**config.mk**
```make
export PLATFORM = sky130hd
export DESIGN_NAME = fir_psum_accum
export DESIGN_NICKNAME = d
export VERILOG_FILES = /design/src/rtl/fir_psum_accum.sv
export SDC_FILE = /design/constraint.sdc
export NUM_CORES = 1
export LEC_CHECK = 0
export CORE_MARGIN = 2
export CORE_UTILIZATION = 65
export DETAILED_ROUTE_END_ITERATION = 6
export HOLD_SLACK_MARGIN = 0.03
export PLACE_DENSITY = 0.83
export SLEW_MARGIN = 40
export SYNTH_ARGS = -nofsm -noshare
export SYNTH_HDL_FRONTEND = slang
export SYNTH_SLANG_ARGS = --single-unit
```
**constraint.sdc**
```tcl
create_clock -name clk -period 11 [get_ports clk]
set_input_delay 1.1 -clock clk [delete_from_list [all_inputs] [get_ports clk]]
set_output_delay 1.1 -clock clk [all_outputs]
set_load 0.02 [all_outputs]
```
**src/rtl/fir_psum_accum.sv**
```systemverilog
// Partial-sum accumulator behind the transposed-FIR PE row: drops pipeline fill,
// accumulates several channel passes per row, then drains the row over valid/ready.
module fir_psum_accum #(
    parameter int unsigned nb_taps     = 5,
    parameter int unsigned DReg_width  = 24,
    parameter int unsigned ACC_width   = 32,
    parameter int unsigned max_row_len = 16,
    parameter int unsigned cnt_width   = 5
) (
    input  logic                  clk,
    input  logic                  rst_n,
    input  logic [DReg_width-1:0] fir_out,
    input  logic                  fir_valid,
    input  logic                  row_start,
    input  logic [7:0]            nb_pass,
    input  logic [cnt_width-1:0]  row_outputs,
    output logic [ACC_width-1:0]  out_data,
    output logic                  out_valid,
    input  logic                  out_ready,
    output logic                  busy,
    output logic                  done,
    output logic                  sat_flag,
    output logic                  proto_err
);

    localparam int unsigned idx_w  = (max_row_len > 1) ? $clog2(max_row_len) : 1;
    localparam int unsigned skip_w = (nb_taps > 2) ? $clog2(nb_taps - 1) : 1;
    localparam int unsigned sum_w  = ACC_width + 1;

    localparam logic [skip_w-1:0] skip_last = skip_w'((nb_taps > 1) ? nb_taps - 2 : 0);

    localparam logic [2:0] IDLE  = 3'd0;
    localparam logic [2:0] SKIP  = 3'd1;
    localparam logic [2:0] ACC   = 3'd2;
    localparam logic [2:0] WAIT  = 3'd3;
    localparam logic [2:0] DRAIN = 3'd4;

    // With a single tap there is no fill to discard.
    localparam logic [2:0] pass_entry = (nb_taps == 1) ? ACC : SKIP;

    logic [2:0]            state, state_nxt;
    logic [skip_w-1:0]     skip_cnt, skip_cnt_nxt;
    logic [cnt_width-1:0]  idx, idx_nxt;
    logic [cnt_width-1:0]  rd_idx, rd_idx_nxt;
    logic [7:0]            pass_cnt, pass_cnt_nxt;
    logic [7:0]            nb_pass_r, nb_pass_r_nxt;
    logic [cnt_width-1:0]  row_len_r, row_len_r_nxt;
    logic [ACC_width-1:0]  out_data_nxt;
    logic                  out_valid_nxt, done_nxt, sat_flag_nxt, proto_err_nxt, busy_nxt;

    logic [ACC_width-1:0]  psum_mem [max_row_len];
    logic                  mem_we;
    logic [idx_w-1:0]      mem_wa;
    logic [ACC_width-1:0]  mem_wd;

    logic [sum_w-1:0]      sample_ext, acc_ext, sum;
    logic [ACC_width-1:0]  acc_rd, sat_val;
    logic                  sum_ovf;
    logic [idx_w-1:0]      rd_addr;
    logic [7:0]            nb_pass_eff;
    logic [cnt_width-1:0]  row_len_eff;

    // Saturating add evaluated one bit wider than the accumulator.
    assign sample_ext = {{(sum_w - DReg_width){fir_out[DReg_width-1]}}, fir_out};
    assign acc_rd     = psum_mem[idx[idx_w-1:0]];
    assign acc_ext    = {acc_rd[ACC_width-1], acc_rd};
    assign sum        = acc_ext + sample_ext;
    assign sum_ovf    = sum[sum_w-1] ^ sum[sum_w-2];
    assign sat_val    = sum[sum_w-1] ? {1'b1, {(ACC_width-1){1'b0}}}
                                     : {1'b0, {(ACC_width-1){1'b1}}};
    assign rd_addr    = rd_idx[idx_w-1:0] + idx_w'(1);

    assign nb_pass_eff = (nb_pass == 8'd0) ? 8'd1 : nb_pass;
    assign row_len_eff = (row_outputs == '0) ? cnt_width'(1) :
                         (row_outputs > cnt_width'(max_row_len)) ? cnt_width'(max_row_len) :
                         row_outputs;

    // State register and all registered outputs.
    always_ff @(posedge clk) begin
        if (!rst_n) begin
            state     <= IDLE;
            skip_cnt  <= '0;
            idx       <= '0;
            rd_idx    <= '0;
            pass_cnt  <= '0;
            nb_pass_r <= '0;
            row_len_r <= '0;
            out_data  <= '0;
            out_valid <= 1'b0;
            done      <= 1'b0;
            sat_flag  <= 1'b0;
            proto_err <= 1'b0;
            busy      <= 1'b0;
        end else begin
            state     <= state_nxt;
            skip_cnt  <= skip_cnt_nxt;
            idx       <= idx_nxt;
            rd_idx    <= rd_idx_nxt;
            pass_cnt  <= pass_cnt_nxt;
            nb_pass_r <= nb_pass_r_nxt;
            row_len_r <= row_len_r_nxt;
            out_data  <= out_data_nxt;
            out_valid <= out_valid_nxt;
            done      <= done_nxt;
            sat_flag  <= sat_flag_nxt;
            proto_err <= proto_err_nxt;
            busy      <= busy_nxt;
        end
    end

    always_ff @(posedge clk) begin
        if (mem_we) psum_mem[mem_wa] <= mem_wd;
    end

    // Next-state, counter and output logic.
    always_comb begin
        state_nxt     = state;
        skip_cnt_nxt  = skip_cnt;
        idx_nxt       = idx;
        rd_idx_nxt    = rd_idx;
        pass_cnt_nxt  = pass_cnt;
        nb_pass_r_nxt = nb_pass_r;
        row_len_r_nxt = row_len_r;
        out_data_nxt  = out_data;
        out_valid_nxt = out_valid;
        done_nxt      = 1'b0;
        sat_flag_nxt  = sat_flag;
        proto_err_nxt = proto_err;
        mem_we        = 1'b0;
        mem_wa        = idx[idx_w-1:0];
        mem_wd        = sample_ext[ACC_width-1:0];

        case (state)
            IDLE: begin
                if (row_start) begin
                    nb_pass_r_nxt = nb_pass_eff;
                    row_len_r_nxt = row_len_eff;
                    pass_cnt_nxt  = '0;
                    skip_cnt_nxt  = '0;
                    idx_nxt       = '0;
                    sat_flag_nxt  = 1'b0;
                    proto_err_nxt = fir_valid;
                    state_nxt     = pass_entry;
                end else if (fir_valid) begin
                    proto_err_nxt = 1'b1;
                end
            end
            SKIP: begin
                if (row_start) proto_err_nxt = 1'b1;
                if (fir_valid) begin
                    if (skip_cnt == skip_last) begin
                        skip_cnt_nxt = '0;
                        state_nxt    = ACC;
                    end else begin
                        skip_cnt_nxt = skip_cnt + skip_w'(1);
                    end
                end
            end
            ACC: begin
                if (row_start) proto_err_nxt = 1'b1;
                if (fir_valid) begin
                    mem_we = 1'b1;
                    if (pass_cnt != 8'd0) begin
                        mem_wd = sum_ovf ? sat_val : sum[ACC_width-1:0];
                        if (sum_ovf) sat_flag_nxt = 1'b1;
                    end
                    if (idx == row_len_r - cnt_width'(1)) begin
                        idx_nxt      = '0;
                        pass_cnt_nxt = pass_cnt + 8'd1;
                        rd_idx_nxt   = '0;
                        state_nxt    = (pass_cnt + 8'd1 == nb_pass_r) ? DRAIN : WAIT;
                    end else begin
                        idx_nxt = idx + cnt_width'(1);
                    end
                end
            end
            WAIT: begin
                if (fir_valid) proto_err_nxt = 1'b1;
                if (row_start) begin
                    skip_cnt_nxt = '0;
                    state_nxt    = pass_entry;
                end
            end
            DRAIN: begin
                if (fir_valid || row_start) proto_err_nxt = 1'b1;
                if (!out_valid) begin
                    out_data_nxt  = psum_mem[0];
                    out_valid_nxt = 1'b1;
                end else if (out_ready) begin
                    if (rd_idx == row_len_r - cnt_width'(1)) begin
                        out_valid_nxt = 1'b0;
                        done_nxt      = 1'b1;
                        rd_idx_nxt    = '0;
                        state_nxt     = IDLE;
                    end else begin
                        rd_idx_nxt   = rd_idx + cnt_width'(1);
                        out_data_nxt = psum_mem[rd_addr];
                    end
                end
            end
            default: state_nxt = IDLE;
        endcase

        busy_nxt = (state_nxt != IDLE);
    end

endmodule

```
After elaboration in Yosys (flattened, before gate mapping)

Memory sizes are Yosys's and may differ from the RTL's. A register that Yosys moved wholly into a read port is not among the register bits.
Cells that the tools add are included.

Memories kept: 1
Output and inout port bits: 37
Bits in writable memories: 512
Bits in registers: 73
Word-level logic and storage cells: 124

Equality and inequality tests: 21
Multiplexer cells: 59
Bitwise operators: 1
Add/sub/neg operators: 7
Magnitude comparators: 1
Reductions and logical operators: 21

Memory list:

| memory   | words | bits a word | rd ports | clocked after Yosys merged registers in | write ports | line | RTL |
|---|---|---|---|---|---|---|---|
| psum_mem | 16    | 32          | 3        | 1                                       | 1           | 51   | `logic [ACC_width-1:0] psum_mem [max_row_len];` |

Operator list:

| operator                                               | number |
|---|---|
| 2-to-1 mux 32 bit                                      | 8 |
| 2-to-1 mux 5 bit                                       | 10 |
| adder 32 x 24 -> 33 bit                                | 1 |
| 2-to-1 mux 8 bit                                       | 4 |
| 2-to-1 mux 3 bit                                       | 9 |
| inequality test 2 bit (second input constant)          | 10 |
| case mux 5 bit (2 select lines)                        | 2 |
| 2-to-1 mux 1 bit                                       | 16 |
| case mux 8 bit (2 select lines)                        | 1 |
| case mux 3 bit (4 select lines)                        | 1 |
| AND reduction 3 bit                                    | 4 |
| adder 5 x 1 -> 5 bit (second input constant)           | 2 |
| == test 5 bit                                          | 2 |
| AND reduction 5 bit                                    | 2 |
| adder 8 x 1 -> 8 bit (second input constant)           | 1 |
| == test 8 bit                                          | 1 |
| zero test 8 bit                                        | 1 |
| 2-to-1 mux 4 bit                                       | 2 |
| AND reduction 4 bit                                    | 2 |
| nonzero test 8 bit                                     | 1 |
| == test 3 x 2 -> 1 bit (second input constant)         | 2 |
| 2-to-1 mux 2 bit                                       | 3 |
| inequality test 2 x 1 -> 1 bit (second input constant) | 3 |
| nonzero test 2 bit                                     | 3 |
| other kinds (18)                                       | 19 |

Depth between registers and ports, before layout

Gate-level depths: netlist (run 1).

Depth after elaboration: 7
Mapped depth: 17

Least setup slack after synthesis (run 1)

OpenSTA, ideal clock, no wires.

Path type: reg2reg
Start point: register (tool-made name)
End point: memory psum_mem[0][26] (data pin)
Arrival time: 4727 ps
Period minus slack after synthesis: 5016 ps
Stages on the path, launching flop included: 15
Path buffers: 3
Data required time: 10710 ps
Setup time: 290 ps
Slack: 5984 ps
Cell sequence: dfxtp_1 > buf_2 > buf_1 > mux4_2 > mux4_2 > ha_1 > a21o_1 > o41ai_2 > nand3_1 > a211o_1 > and3_4 > o21a_1 > or2_1 > buf_6 > o31ai_2

RTL lines:

| element          | line |
|---|---|
| end: declaration | 51 |

==> reports/metrics.csv, run 1 <==
stage,metric,value,unit
run_status,status,finished clean,
critical_path,CP max-delay cell,buf_4,
placed_design,port bufs,78,
layout,"most common cell after layout, fill and taps aside",edfxtp_1,
die,Die Y-Extent,215.5,µm
grt,largest net degree at the start of global routing,68,
yosys,Synth Cell Area,29070,µm²
clock_tree,clock transition at the registers of the reported paths,60,ps
power,sequential power share,53.5,%
power,clock network power share,39.7,%
yosys,"Seq/Total Area, Yosys",58.19,%
critical_path,CP peak stage delay,610,ps
sta,Rel. slew slack,42.01,%
clock_tree,cts hold-fix bufs,0,
sta,crit share post-route,56.66,%
layout,final core utilization,73.76,%
drt,DRC violations left,0,
yosys,Synth Net Count,1799,
critical_path,sum of buffers and inverters on the critical path,4,
drt,Routed WL,76920,µm
yosys,Yosys top cell area share,52.89,%
placed_design,Placer Congestion,0.8629,
power,Int Pwr,3.567,mW
critical_path,"Largest delay share family, worst path",compound AO/OA/AOI/OAI gates,
grt,antenna violations before repair,0,
die,FP Rows,77,
flow_run,max-cap violations,0,
critical_path,CP Capture Type,register,
yosys,ys flop type,edfxtp_1,
die,Initial Utilization,65.74,%
drt,Avg WL per Cell,31.79,µm
critical_path,CP required,11290,ps
grt,total track usage,33.93,%
critical_path,CP Class,reg2reg,
sta,Hold Fails Final Rpt,0,
placed_design,Post-DP HPWL,43680,µm
layout,most frequent cells in the layout,"edfxtp_1 (512), mux4_2 (320), nand2_1 (112), clkdlybuf4s50_1 (77), dfxtp_1 (71)",
layout,post-layout net count,1866,
grt,vias in the first global route,17990,
yosys,Avg Inst Size Synth,16.95,µm²
power,PwrDens,140.7,nW/µm²
drt,Routed Antenna Nets,0,
die,core area,44220,µm²
die,die area,46430,µm²
yosys,YS warnings,0,
drt,Initial DRC Count,2491,
drt,Via density,7.377,
yosys,Synth Instances,1715,
yosys,"EDFF count, synth",512,
yosys,Synth area leader,edfxtp_1,
grt,GR Overflow Total,0,
sta,final setup vio count,0,
worst_hold_path,Worst Hold Class,reg2reg,
drt,DR vias,17850,
sta,RSZ-0062 raised after global routing,false,
sta,Fmax achieved,0.1604,GHz
yosys,Yosys reg bits,589,
clock_tree,Clock Sink Count,589,
die,Ports,79,
critical_path,cell chain of the critical path,buf_12 -> buf_4 -> mux4_2 -> mux4_2 -> ha_1 -> inv_1 -> fa_1 -> nand2b_1 -> a211o_1 -> a311o_1 -> o211ai_2 -> a41o_2 -> o21ai_2 -> o21a_1 -> or2_1 -> buf_4 -> o21ai_2,
sta,Final Critical Period,6233,ps
layout,antenna diode count,0,
clock_tree,clock tree from TritonCTS,built,
clock_tree,"Setup Fix Bufs, Post-CTS",0,
layout,Layout area overhead,12.21,%
clock_tree,CTS max path bufs,3,
power,overall power,4.591,mW
yosys,leading post-synthesis cells by cell area,"edfxtp_1 (53%), mux4_2 (25%), dfxtp_1 (5.3%)",
drt,drt first pass iters,5,
layout,layout cell share with drive strength beyond 1,28.23,%
power,Combinational Power Share,6.8,%
sta,Worst-Margin Slew,867.9,ps
critical_path,CP Max Fanout,32,
clock_tree,"Clk Latency, worst-skew pair",630,ps
die,Die W,215.5,µm
yosys,Netlist cell types,71,
power,switching power,1.024,mW
clock_tree,clk root buf,clkbuf_16,
critical_path,CP Launch Type,register,
sta,pins over their slew limit,0,
critical_path,crit path DAT,6520,ps
yosys,Synth async-reset ratio,0,%
sta,setup TNS,0,ps
clock_tree,CTS buffer count,57,
clock_tree,H-Tree Depth,2,
clock_tree,post-CTS sizing,0,
power,sw frac,22.30,%
sta,Clock Skew,28.16,ps
grt,first-pass GRT wire length,115200,µm
power,Lkg Pwr,10.53,nW
power,Max VDD drop,0.1304,mV
## Yosys cell counts (all sizes together), types with 2 or more instances
cell and instances:
a2111oi 2, o41ai 3, a211oi 4, nor4 4
buf 42, clkbuf 73, o211ai 4, nand2 112
ha 41, inv 27, nor2b 16, o21a 5
edfxtp 512, nand2b 8, nand4 5, dfxtp 77
a2bb2oi 2, mux2i 34, a21boi 18, a21o 19
xor2 22, nor3b 5, or2 2, and3 7
o21ai 67, nor3 21, or3 4, xnor2 28
nand3b 5, o211a 32, a21oi 47, a31o 2
a31oi 9, o21bai 5, o31ai 6, a211o 4
nand3 26, nor2 70, and2 8, mux4 320
## power by group through the flow
stage	combinational (mW)	clock, mW	sequential [mW]
after floorplan	0.211	0	2.50
after global placement	0.284	0	2.50
after detailed placement	0.294	0	2.51
after CTS	0.299	1.83	2.46
after global routing	0.339	1.92	2.45
final	0.314	1.82	2.45
## area by class of cell
cell class	count	area, µm²
clock buffer	80	1544
clock inverter	25	148.9
fill	2474	11600
inverter	27	101.3
multi-input combinational	983	11880
sequential	589	16930
tap	592	740.7
timing repair buffer	124	1272
## per-stage QoR
step           hold WS, ps  instance area [µm²]  instances  worst slack (ps)
6_report             445.0                32620       2420              4767
3_5_place_dp         439.3                30730       2311              4513
3_3_place_gp         434.8                30590       2306              4690
4_1_cts              449.1                32430       2416              4461
5_1_grt              496.6                32620       2420              4342
2_1_floorplan        444.7                29070       1715              5984
## worst paths after layout
path	startpoint	to	slack [ps]	cells after the start
hold / removal	sat_flag	sat_flag	450	2
hold reg to reg	sat_flag	sat_flag	450	2
setup / recovery	register	psum_mem[3][21]	4770	17
setup reg to reg	register	psum_mem[3][21]	4770	17
## cell families after synthesis
logic type	count (synthesis)	synth area share, %
buffers and inverters	143	1.976
AND/OR/NAND/NOR	295	4.700
adder cells (fa/ha/maj)	42	1.834
multiplexers	354	25.97
flip-flops	589	58.19
AO/OA/AOI/OAI	242	5.819
XOR/XNOR	50	1.506
## sequential cells by signal, indices dropped and copies added (netlist names), named ones only
register	flops
out_data	32
sat_flag	1
idx	5
out_valid	1
proto_err	1
psum_mem	512
pass_cnt	8
skip_cnt	2
nb_pass_r	8
rd_idx	5
done	1
row_len_r	5
busy	1
state	3
## worst min-delay path: stages (launching register included)
cell,delay [ps]
dfxtp_1,310
inv_1,50
a21oi_1,50
## metal layers
metal / share of wire [%] / GRT usage (%)
met5: 0 / 0
met2: 49 / 55.03
met4: 4.5 / 13.03
met1: 36 / 46.36
met3: 11 / 6.808
Power figures use the tool's default switching activity.
==> run 2, diff against run 1 <==
Settings changed: CORE_UTILIZATION 65 to 56, PLACE_DENSITY 0.83 to 0.76.
Clock period 11 ns to 5.25 ns, I/O delays scaled along.
==> reports/metrics.csv, run 2 (synthesized netlist as in run 1, its figures left out) <==
stage,metric,value,unit
critical_path,sum of buffers and inverters on the critical path,4,
clock_tree,clock transition at the registers of the reported paths,60,ps
grt,GR Overflow Total,0,
layout,post-layout net count,1930,
layout,Layout area overhead,15.60,%
clock_tree,"Clk Latency, worst-skew pair",640,ps
worst_hold_path,hold wc startpoint,rst_n,
die,FP Rows,83,
critical_path,CP Max Fanout,41,
grt,first-pass GRT wire length,114500,µm
clock_tree,CTS max path bufs,3,
critical_path,crit path DAT,5410,ps
critical_path,cell chain of the critical path,buf_12 -> mux4_2 -> mux4_2 -> ha_1 -> a21o_1 -> a31o_1 -> a21oi_1 -> o211ai_2 -> a41o_2 -> o21ai_2 -> nor3_4 -> buf_4 -> mux2i_4 -> buf_4 -> o21ai_1 -> buf_4,
worst_hold_path,WHS Path Cells,3,
sta,setup TNS,0,ps
flow_run,max-cap violations,0,
sta,Rel. slew slack,44.20,%
critical_path,CP Launch Type,register,
drt,drt first pass iters,7,
clock_tree,clk root buf,clkbuf_16,
critical_path,critical path depth,16,
die,Initial Utilization,56.67,%
critical_path,CP peak stage delay,570,ps
sta,Clock Skew,30.73,ps
clock_tree,cts hold-fix bufs,0,
run_status,status,finished clean,
die,Die W,231.8,µm
placed_design,Placer Congestion,0.9370,
sta,RSZ-0062 raised after global routing,false,
drt,DRC violations left,0,
layout,top flop regs,"psum_mem x512, out_data x32",
sta,Hold Fails Final Rpt,0,
placed_design,# placed instances,2460,
drt,Via density,6.935,
layout,Largest register FFs,512,
clock_tree,CTS buffer count,60,
drt,Routed Antenna Nets,0,
clock_tree,clock tree from TritonCTS,built,
layout,# fillers,3512,
drt,Routed WL,76650,µm
sta,Final Critical Period,5061,ps
clock_tree,"Setup Fix Bufs, Post-CTS",0,
critical_path,CP Class,reg2reg,
clock_tree,post-CTS sizing,0,
power,PwrDens,306.7,nW/µm²
layout,final core utilization,65.51,%
sta,pins over their slew limit,0,
layout,most frequent cells in the layout,"edfxtp_1 (512), mux4_2 (320), nand2_1 (112), buf_4 (84), clkdlybuf4s50_1 (77)",
grt,total track usage,29.23,%
critical_path,CP max-delay cell,mux4_2,
worst_hold_path,Worst Hold Class,in2reg,
critical_path,"Largest delay share family, worst path",compound AO/OA/AOI/OAI gates,
critical_path,crit-path most repeated cell,buf_4,
placed_design,Post-DP HPWL,46650,µm
sta,final setup vio count,0,
clock_tree,Clock Sink Count,589,
critical_path,reg2reg end,psum_mem[4][27],
critical_path,reg2reg path depth,16,
placed_design,port bufs,78,
critical_path,CP required,5600,ps
die,Die Y-Extent,231.8,µm
worst_hold_path,worst hold endpoint,out_data[13],
power,Max VDD drop,0.5269,mV
die,die area,53750,µm²
layout,Non-Filler Instances,2577,
layout,layout cell share with drive strength beyond 1,30.10,%
sta,Worst-Margin Slew,835.1,ps
layout,antenna diode count,0,
die,core area,51300,µm²
drt,DR vias,17870,
die,Ports,79,
power,Lkg Pwr,11.01,nW
drt,Initial DRC Count,2037,
critical_path,CP Capture Type,register,
sta,crit share post-route,96.39,%
drt,Avg WL per Cell,29.74,µm
layout,"most common cell after layout, fill and taps aside",edfxtp_1,
grt,antenna violations before repair,0,
grt,largest net degree at the start of global routing,132,
sta,Fmax achieved,0.1976,GHz
critical_path,worst reg-to-reg setup slack,190,ps
grt,vias in the first global route,18100,
layout,top register by number of flip-flops,psum_mem,
clock_tree,H-Tree Depth,2,
[run 2: changes by cell type in the layout (fill, tap and decap cells not counted), moves of 5 or more]
cell / before / now
clkbuf_1: 21 / 16
o21ai_1: 3 / 26
o21ai_2: 31 / 8
buf_4: 31 / 84
clkinv_1: 10 / 5
bufinv_16: 1 / 10
buf_12: 4 / 12
[run 2: worst max-delay path by stage]
| stage | startpoint | to | slack [ps] |
|---|---|---|---|
| final | register | psum_mem[4][27] | 190 |
| after global routing | register | psum_mem[7][27] | 20 |
| after CTS | register | psum_mem[2][16] | 80 |
| after detailed placement | register | psum_mem[10][16] | 80 |
| after global placement | register | psum_mem[0][0] | 210 |
| after floorplan | register | psum_mem[0][26] | 230 |
[run 2: worst reg2reg max path, stage by stage (launching register included)]
cell	delay, ps
dfxtp_4	410
buf_12	330
mux4_2	610
mux4_2	490
ha_1	400
a21o_1	230
a31o_1	200
a21oi_1	290
o211ai_2	190
a41o_2	350
o21ai_2	220
nor3_4	70
buf_4	220
mux2i_4	270
buf_4	190
o21ai_1	100
buf_4	210
[run 2: per-stage QoR]
stage / hold slack (ps) / total power, mW / instance area (µm²) / setup slack, ps
global placement: 442.6 / 5.875 / 31270 / 205.9
global route: 398.2 / 10.60 / 33610 / 15.45
detailed placement: 443.8 / 5.897 / 31440 / 78.03
floorplan: 444.7 / 5.678 / 29070 / 233.6
finish: 394.4 / 10.31 / 33610 / 189.3
CTS: 454.0 / 10.35 / 33520 / 82.30
[run 2: area by class of cell]
type	count	area [µm²]	share of cell area, %
sequential	589	16930	50.38
multi-input combinational	983	11780	35.06
timing repair buffer	185	1863	5.544
clock buffer	81	1630	4.851
tap	680	850.8	2.532
clock inverter	32	445.4	1.325
inverter	27	101.3	0.3016
[run 2: power breakdown]
part,leakage (nW),internal [mW],switching (mW),total (mW)
Combinational,4.78,0.286,0.392,0.678
Sequential,5.22,5.12,0.0196,5.14
Clock,1.00,2.67,1.82,4.49
[run 2: layer usage]
metal | vias up | routed length [µm] | GRT usage (%)
met5 | - | 0 | 0
met4 | 0 | 2750 | 10.50
met3 | 183 | 8466 | 7.048
met2 | 1111 | 37000 | 46.92
met1 | 9216 | 28430 | 39.44
li1 | 7362 | - | -
==> run 3, diff against run 2 <==
Settings changed: CAP_MARGIN from default to 10.
==> results of run 3 <==
No change in the layout: final DEF, timing and power equal those of run 2.
